--- config.mk ---
export PLATFORM = sky130hd
export DESIGN_NAME = alu_issue_stage
export DESIGN_NICKNAME = d
export VERILOG_FILES = /design/src/rtl/alu_issue_stage.sv
export SDC_FILE = /design/constraint.sdc
export NUM_CORES = 1
export LEC_CHECK = 0
export CORE_ASPECT_RATIO = 1.2
export CORE_MARGIN = 1.5
export CORE_UTILIZATION = 50
export CTS_CLUSTER_SIZE = 24
export DETAILED_ROUTE_END_ITERATION = 8
export GPL_ROUTABILITY_DRIVEN = 0
export PLACE_DENSITY = 0.89
export SYNTH_ARGS = -nofsm -noshare
export SYNTH_HDL_FRONTEND = slang
export SYNTH_SLANG_ARGS = --single-unit
export TNS_END_PERCENT = 20
--- constraint.sdc ---
create_clock -name clk -period 2.1 [get_ports clk]
set_input_delay 0.21 -clock clk [delete_from_list [all_inputs] [get_ports clk]]
set_output_delay 0.21 -clock clk [all_outputs]
set_load 0.03 [all_outputs]
--- src/rtl/alu_issue_stage.sv ---
// ALU issue stage: skid buffer -> S1 operand register -> external ALU -> S2 result register.
// Valid/ready on both sides, one op per cycle, full backpressure, synchronous flush.
// in_ready comes straight from a flop; the skid entry absorbs the one op that can be
// accepted while S1 is stalled.

module alu_issue_stage #(
   parameter int NBITS = 8,
   parameter int OPW   = 4,
   parameter int TAGW  = 5,
   parameter int CNTW  = 16
) (
   input  logic             clk,
   input  logic             rst_n,
   input  logic             flush,
   input  logic             in_valid,
   output logic             in_ready,
   input  logic [OPW-1:0]   in_op,
   input  logic [NBITS-1:0] in_a,
   input  logic [NBITS-1:0] in_b,
   input  logic [TAGW-1:0]  in_tag,
   output logic [OPW-1:0]   alu_op,
   output logic [NBITS-1:0] alu_a,
   output logic [NBITS-1:0] alu_b,
   input  logic [NBITS-1:0] alu_res,
   output logic             out_valid,
   input  logic             out_ready,
   output logic [NBITS-1:0] out_res,
   output logic [TAGW-1:0]  out_tag,
   output logic             out_zero,
   output logic [CNTW-1:0]  ops_done
);

   // skid entry
   logic             skid_valid;
   logic [OPW-1:0]   skid_op;
   logic [NBITS-1:0] skid_a;
   logic [NBITS-1:0] skid_b;
   logic [TAGW-1:0]  skid_tag;

   // S1 operand register (op/a/b drive the ALU directly)
   logic             s1_valid;
   logic [OPW-1:0]   s1_op;
   logic [NBITS-1:0] s1_a;
   logic [NBITS-1:0] s1_b;
   logic [TAGW-1:0]  s1_tag;

   // S2 result register
   logic             s2_valid;
   logic [NBITS-1:0] s2_res;
   logic [TAGW-1:0]  s2_tag;
   logic             s2_zero;

   logic             in_ready_q;
   logic [CNTW-1:0]  ops_done_q;

   // control terms
   logic s2_en;
   logic s1_en;
   logic acc;
   logic out_hs;
   logic s1_from_skid;
   logic s1_from_in;
   logic skid_load;
   logic skid_valid_nxt;
   logic s1_valid_nxt;
   logic s2_valid_nxt;

   // Advance/load decisions for all three registers; flush overrides every valid update.
   always_comb begin
      s2_en        = !s2_valid || out_ready;
      s1_en        = !s1_valid || s2_en;
      acc          = in_valid && in_ready_q;
      out_hs       = s2_valid && out_ready;
      s1_from_skid = s1_en && skid_valid;
      s1_from_in   = s1_en && !skid_valid && acc;
      // acc with skid_valid is unreachable (in_ready is low then) but is kept in the
      // load term so the skid never drops an input if that invariant were broken.
      skid_load    = acc && (!s1_en || skid_valid);

      skid_valid_nxt = skid_valid;
      if (flush)
         skid_valid_nxt = 1'b0;
      else if (skid_load)
         skid_valid_nxt = 1'b1;
      else if (s1_from_skid)
         skid_valid_nxt = 1'b0;

      s1_valid_nxt = s1_valid;
      if (flush)
         s1_valid_nxt = 1'b0;
      else if (s1_en)
         s1_valid_nxt = skid_valid || acc;

      s2_valid_nxt = s2_valid;
      if (flush)
         s2_valid_nxt = 1'b0;
      else if (s2_en)
         s2_valid_nxt = s1_valid;
   end

   // Valid bits and the registered ready; ready tracks whether the skid will be empty.
   always_ff @(posedge clk or negedge rst_n) begin
      if (!rst_n) begin
         skid_valid <= 1'b0;
         s1_valid   <= 1'b0;
         s2_valid   <= 1'b0;
         in_ready_q <= 1'b1;
      end else begin
         skid_valid <= skid_valid_nxt;
         s1_valid   <= s1_valid_nxt;
         s2_valid   <= s2_valid_nxt;
         in_ready_q <= !skid_valid_nxt;
      end
   end

   // Skid payload: captures the input only when S1 cannot take it this cycle.
   always_ff @(posedge clk or negedge rst_n) begin
      if (!rst_n) begin
         skid_op  <= '0;
         skid_a   <= '0;
         skid_b   <= '0;
         skid_tag <= '0;
      end else if (skid_load) begin
         skid_op  <= in_op;
         skid_a   <= in_a;
         skid_b   <= in_b;
         skid_tag <= in_tag;
      end
   end

   // S1 payload: the skid entry is older than the live input, so it always goes first.
   // Operands only change on a real load, keeping alu_res steady through a stall.
   always_ff @(posedge clk or negedge rst_n) begin
      if (!rst_n) begin
         s1_op  <= '0;
         s1_a   <= '0;
         s1_b   <= '0;
         s1_tag <= '0;
      end else if (s1_from_skid) begin
         s1_op  <= skid_op;
         s1_a   <= skid_a;
         s1_b   <= skid_b;
         s1_tag <= skid_tag;
      end else if (s1_from_in) begin
         s1_op  <= in_op;
         s1_a   <= in_a;
         s1_b   <= in_b;
         s1_tag <= in_tag;
      end
   end

   // S2 payload: capture the ALU result and its zero flag whenever S2 may advance.
   always_ff @(posedge clk or negedge rst_n) begin
      if (!rst_n) begin
         s2_res  <= '0;
         s2_tag  <= '0;
         s2_zero <= 1'b0;
      end else if (s2_en) begin
         s2_res  <= alu_res;
         s2_tag  <= s1_tag;
         s2_zero <= (alu_res == '0);
      end
   end

   // Completed-op counter: counts writeback handshakes, sticks at all-ones, survives flush.
   always_ff @(posedge clk or negedge rst_n) begin
      if (!rst_n)
         ops_done_q <= '0;
      else if (out_hs && !(&ops_done_q))
         ops_done_q <= ops_done_q + CNTW'(1);
   end

   assign in_ready  = in_ready_q;
   assign alu_op    = s1_op;
   assign alu_a     = s1_a;
   assign alu_b     = s1_b;
   assign out_valid = s2_valid;
   assign out_res   = s2_res;
   assign out_tag   = s2_tag;
   assign out_zero  = s2_zero;
   assign ops_done  = ops_done_q;

endmodule

==> flow_metrics.env, run 1 <==
export IMPL_status="finished clean"
export IMPL_setup_ws_ps=326
export IMPL_arrival_ps=1560
export IMPL_clk_insertion_delay_late_ps=350
export IMPL_via_per_inst=5.88
export IMPL_tightest_slew_ps=609
export IMPL_drc=0
export IMPL_cts_num_sinks=84
export IMPL_yosys_cell_types_count=40
export IMPL_start_util_pct=52.4
export IMPL_cp_max_fo=3
export IMPL_nNetsFinal=449
export IMPL_whs_ps=410
export IMPL_routed_wl_mm=9.16
export IMPL_worst_path_dominant_cell_family="buffers and inverters"
export IMPL_vias=2965
export IMPL_critPathKind="reg -> out"
export IMPL_max_freq_mhz=564
export IMPL_dp_cells=488
export IMPL_dieArea_sq_um=8250
export IMPL_crit_path_start_kind="flip-flop"
export IMPL_synthArstFlopShare_pct=100
export IMPL_synth_cells=312
export IMPL_clock_skew_ps=9.52
export IMPL_ant_nets=0
export IMPL_hpwl_mm=6.48
export IMPL_antenna_found_initial=0
export IMPL_drive_above_1_share_pct=19.1
export IMPL_cts_tree="built"
export IMPL_clk_pin_slew_worst_paths_ps=80
export IMPL_setup_viol=0
export IMPL_intPower_mw=2.81
export IMPL_syn_area_per_cell_sq_um=12.4
export IMPL_pin_count=90
export IMPL_diodes=0
export IMPL_grt_pass1_wl_mm=15.1
export IMPL_rows=34
export IMPL_ctsResizeCount=0
export IMPL_yosysWarnings=0
export IMPL_p_sw_share_pct=29.6
export IMPL_min_period_over_period_pct=84.5
export IMPL_p_sw_mw=1.18
export IMPL_core_sq_um=7360
export IMPL_p_total_mw=3.98
export IMPL_first_global_vias=3115
export IMPL_cts_root_buf="clkbuf_8"
export IMPL_syn_area_sq_um=3860
export IMPL_synth_nets=351
export IMPL_slowest_stage="clkdlybuf4s50_1"
export IMPL_p_leak_nw=2.30
export IMPL_peakVddDrop_mv=0.403
export IMPL_htree_levels=3
export IMPL_grt_start_max_net_pins=51
export IMPL_holdCritPathClass="in -> async"
export IMPL_fin_crit_ps=1770
export IMPL_endpoint_kind="primary output"
export IMPL_synth_ff_type="dfrtp_1"
export IMPL_firstDrtPassIters=4
export IMPL_seqPwrFrac_pct=50.7
export IMPL_cts_hold_buf=1
export IMPL_ys_seq_area_share_pct=54.5
export IMPL_fin_cells=504
export IMPL_slew_headroom_pct=59.4
export IMPL_clkPwrFrac_pct=25.8
export IMPL_rsz0062_at_grt="no"
export IMPL_stdcell_area_sq_um=5070
export IMPL_finalMaxSlewViolations=0
export IMPL_crit_required_ps=1890
export IMPL_cts_buffers=9
export IMPL_critical_path_max_stage_delay_ps=680
export IMPL_track_usage_pct=23.0
export IMPL_cts_setup_buffers=0
export IMPL_drt_iter0_drc=176
export IMPL_synth_seq_cells=84
export IMPL_hold_viol_final=0
export IMPL_place_area_sq_um=4900
export IMPL_die_h_microns=99.2
export IMPL_combPwrFrac_pct=23.5
export IMPL_area_delta_synth_final_pct=31.6
export IMPL_p_per_area_nw_per_um2=785
export IMPL_die_width_microns=83.2
export IMPL_utilization_pct=69.0
export IMPL_post_place_ws_ps=130
export IMPL_timing_critical_path_cells="clkdlybuf4s50_1"
export IMPL_cp_num_buf_inv=1
export IMPL_wl_per_cell_microns=18.2
export IMPL_ctsLongestPathBuffers=2
export IMPL_synth_edff_count=0
export IMPL_grt_ovfl_total=0
export IMPL_fin_setup_tns_ps=0
export IMPL_io_buffers=89
export IMPL_max_cap_viol_count=0
## metal layers
layer  track usage (%)  up-vias  routed length [microns]
li1                  -     1342                        -
met1              29.3     1504                     3850
met2              38.7       92                     4710
met3              3.49       27                      353
met4              11.0        0                      241
met5                 0        -                        0
## logic make-up after synthesis
| kind of cell | after synthesis | share of synthesized area [%] |
|---|---|---|
| xor+xnor | 15 | 3.41 |
| fa+ha+maj | 2 | 0.584 |
| simple gates | 98 | 14.2 |
| mux | 39 | 13.3 |
| compound gates | 54 | 10.6 |
| buf+inv | 20 | 3.31 |
| flops | 84 | 54.5 |
## cell usage after synthesis, drive strengths merged (2+ instances only)
| cell | n | share of area, % |
|---|---|---|
| a21oi | 25 | 3.2 |
| a221o | 25 | 6.5 |
| and2 | 4 | 0.71 |
| and4 | 2 | 0.45 |
| buf | 8 | 2.1 |
| clkbuf | 12 | 1.2 |
| dfrtp | 83 | 54 |
| mux2 | 39 | 13 |
| nand2 | 33 | 3.2 |
| nand3 | 32 | 4.2 |
| nand3b | 2 | 0.71 |
| nand4 | 4 | 0.81 |
| nor2 | 4 | 0.39 |
| nor2b | 2 | 0.52 |
| nor3 | 4 | 0.52 |
| nor4 | 5 | 1.4 |
| o21ai | 3 | 0.68 |
| xnor2 | 8 | 1.8 |
| xor2 | 7 | 1.6 |
## power groups by stage
stage          clock (mW)  combinational [mW]  sequential, mW
6_report             1.03               0.937            2.02
3_3_place_gp            0               0.910            2.03
4_1_cts              1.04               0.945            2.02
2_1_floorplan           0               0.346            2.20
5_1_grt              1.10               0.997            2.05
3_5_place_dp            0               0.941            2.04
## area by class of cell
| type | instances | area [sq um] |
|---|---|---|
| sequential | 84 | 2100 |
| tap | 90 | 113 |
| multi-input combinational | 208 | 1630 |
| clock buffer | 13 | 159 |
| clock inverter | 2 | 10.0 |
| timing repair buffer | 107 | 1060 |
| fill | 508 | 2280 |
## registers in the layout, summed over array words and instances, names as in the netlist, 4 cells and up
register / flops
alu_a: 8
alu_b: 8
alu_op: 4
ops_done: 16
out_res: 8
out_tag: 5
s1_tag: 5
skid_a: 8
skid_b: 8
skid_op: 4
skid_tag: 5
## placed cells by master (no fill, tap or decap), types with 2 or more instances in the layout
master           count
a21oi_1             25
a221o_1             25
and2_1               3
and4_1               2
buf_12               3
buf_4               15
clkbuf_1             2
clkbuf_8            11
clkdlybuf4s50_1     88
clkinv_2             2
dfrtp_1             83
mux2_2              18
mux2_4              20
nand2_1             33
nand3_1             32
nand4_1              3
nor2_1               4
nor3_1               4
nor4_1               3
o21ai_0              2
xnor2_1              8
xor2_1               7
## final timing paths
check	startpoint	to	slack [ps]	cells past startpoint
max in group asynchronous	rst_n	alu_op[2]$_DFFE_PN0P_	990	3
max reg2reg	ops_done[0]$_DFFE_PN0P_	ops_done[1]$_DFFE_PN0P_	360	5
max	in_ready$_DFF_PN1_	in_ready	330	1
min reg2reg	out_zero$_DFFE_PN0P_	out_zero$_DFFE_PN0P_	500	2
min in group clk	flush	out_valid$_DFFE_PN0P_	470	2
min	rst_n	out_res[5]$_DFFE_PN0P_	410	2
(Power assumes the default switching activity.)
==> run 2, diff against run 1 <==
==> constraint.sdc (replaced) <==
create_clock -name clk -period 1.8 [get_ports clk]
set_input_delay 0.18 -clock clk [delete_from_list [all_inputs] [get_ports clk]]
set_output_delay 0.18 -clock clk [all_outputs]
set_load 0.03 [all_outputs]
==> flow_metrics.env, run 2 (same netlist as run 1, synthesis figures left out) <==
export IMPL_timing_critical_path_cells="clkdlybuf4s50_1"
export IMPL_dp_cells=495
export IMPL_area_delta_synth_final_pct=35.5
export IMPL_p_sw_mw=1.42
export IMPL_largest_reg_flops=16
export IMPL_crit_path_start_kind="flip-flop"
export IMPL_grt_start_max_net_pins=39
export IMPL_critPathKind="reg -> out"
export IMPL_grt_ovfl_total=0
export IMPL_drive_above_1_share_pct=21.1
export IMPL_dieArea_sq_um=8250
export IMPL_p_total_mw=5.15
export IMPL_peakVddDrop_mv=0.623
export IMPL_hold_viol_final=0
export IMPL_diodes=0
export IMPL_htree_levels=3
export IMPL_nNetsFinal=456
export IMPL_cts_num_sinks=84
export IMPL_final_cell_mix="clkdlybuf4s50_1 (87), dfrtp_1 (82), nand2_1 (33)"
export IMPL_p_per_area_nw_per_um2=985
export IMPL_finalMaxSlewViolations=0
export IMPL_min_period_over_period_pct=96.4
export IMPL_fin_crit_ps=1740
export IMPL_via_per_inst=5.83
export IMPL_final_common_cell="clkdlybuf4s50_1"
export IMPL_arrival_ps=1560
export IMPL_slew_headroom_pct=66.6
export IMPL_grt_pass1_wl_mm=15.8
export IMPL_max_cap_viol_count=0
export IMPL_cp_max_fo=6
export IMPL_rsz0062_at_grt="no"
export IMPL_cts_root_buf="clkbuf_8"
export IMPL_p_leak_nw=2.37
export IMPL_clk_insertion_delay_late_ps=360
export IMPL_hpwl_mm=6.30
export IMPL_clk_pin_slew_worst_paths_ps=80
export IMPL_drt_iter0_drc=248
export IMPL_routed_wl_mm=9.41
export IMPL_cp_num_buf_inv=1
export IMPL_die_width_microns=83.2
export IMPL_cts_buffers=9
export IMPL_first_global_vias=3141
export IMPL_fillers=489
export IMPL_fin_cells=512
export IMPL_p_sw_share_pct=27.6
export IMPL_crit_required_ps=1620
export IMPL_max_freq_mhz=576
export IMPL_track_usage_pct=24.1
export IMPL_utilization_pct=71.0
export IMPL_worst_path_dominant_cell_family="buffers and inverters"
export IMPL_pin_count=90
export IMPL_clkPwrFrac_pct=32.3
export IMPL_ant_nets=0
export IMPL_wl_per_cell_microns=18.4
export IMPL_die_h_microns=99.2
export IMPL_endpoint_kind="primary output"
export IMPL_antenna_found_initial=0
export IMPL_tightest_slew_ps=502
export IMPL_stdcell_area_sq_um=5230
export IMPL_vias=2986
export IMPL_cts_tree="built"
export IMPL_rows=34
export IMPL_intPower_mw=3.72
export IMPL_critical_path_max_stage_delay_ps=720
export IMPL_seqPwrFrac_pct=45.6
export IMPL_combPwrFrac_pct=22.1
export IMPL_status="finished clean"
export IMPL_place_area_sq_um=4960
export IMPL_cts_setup_buffers=0
export IMPL_io_buffers=89
export IMPL_firstDrtPassIters=4
export IMPL_drc=0
export IMPL_holdCritPathClass="in -> async"
export IMPL_start_util_pct=52.4
export IMPL_slowest_stage="clkdlybuf4s50_1"
export IMPL_clock_skew_ps=10.4
export IMPL_core_sq_um=7360
export IMPL_setup_viol=0
export IMPL_ctsLongestPathBuffers=2
==> run 2: cell types whose count changed in the layout (fill, tap and decap cells not counted), sizes merged <==
cell	previous run	this run
buf	18	25
clkbuf	13	12
clkdlybuf4s50	88	87
clkinv	2	1
dlymetal6s2s	0	1
bufinv	0	3
==> run 2: path summary, 6_finish.rpt <==
check                                   startpoint                      end  slack [ps]  cells after the start
setup / recovery           ops_done[8]$_DFFE_PN0P_              ops_done[8]          60                      1
hold / removal                               rst_n  ops_done[4]$_DFFE_PN0P_         320                      2
setup reg to reg           ops_done[8]$_DFFE_PN0P_  ops_done[9]$_DFFE_PN0P_         140                      4
hold reg to reg               out_zero$_DFFE_PN0P_     out_zero$_DFFE_PN0P_         490                      2
max in group asynchronous                    rst_n    s1_tag[0]$_DFFE_PN0P_         870                      3
min in group clk                             flush    out_valid$_DFFE_PN0P_         440                      2
==> run 2: power by group through the flow <==
| stage | clock (mW) | sequential (mW) | combinational, mW |
|---|---|---|---|
| floorplan | 0 | 2.57 | 0.403 |
| global placement | 0 | 2.35 | 1.09 |
| detailed placement | 0 | 2.37 | 1.13 |
| CTS | 1.67 | 2.34 | 1.14 |
| global route | 1.75 | 2.38 | 1.21 |
| finish | 1.66 | 2.35 | 1.14 |
==> run 2: area by class of cell <==
type,count,area (sq um),share of cell area (%)
clock buffers,12,155,2.97
clock inverters,4,95.1,1.82
repair buffers,114,1130,21.6
multi-input cells,208,1630,31.1
flip-flops and latches,84,2100,40.3
well taps,90,113,2.16
==> run 2: worst reg2reg max path, stage by stage (launching register included) <==
cell     delay [ps]
dfrtp_1         480
nand4_2         240
or4_4           620
nand4_1         130
xnor2_1         120
==> run 2: stage by stage <==
step | hold WS (ps) | setup WS (ps) | TNS, ps
floorplan | -116 | -74.7 | -1500
global placement | 176 | 11.2 | 0
detailed placement | 182 | -38.7 | -628
CTS | 338 | 11.1 | 0
global route | 355 | 11.8 | 0
finish | 321 | 64.0 | 0
==> run 2: per-layer routing <==
metal | routed length, microns | share of wire, % | up-vias | track usage (%)
met5 | 0 | 0 | - | 0
li1 | - | - | 1357 | -
met2 | 4820 | 51 | 103 | 40.9
met3 | 444 | 4.7 | 16 | 4.32
met4 | 212 | 2.3 | 0 | 10.8
met1 | 3930 | 42 | 1510 | 30.3
==> run 2: repair_timing <==
| action | in CTS | in global routing |
|---|---|---|
| setup endpoints to repair | 0 | 1 |
| endpoints found under the hold margin | 35 | 0 |
| gates resized for setup | 0 | 1 |
| hold buffers | 1 | 0 |
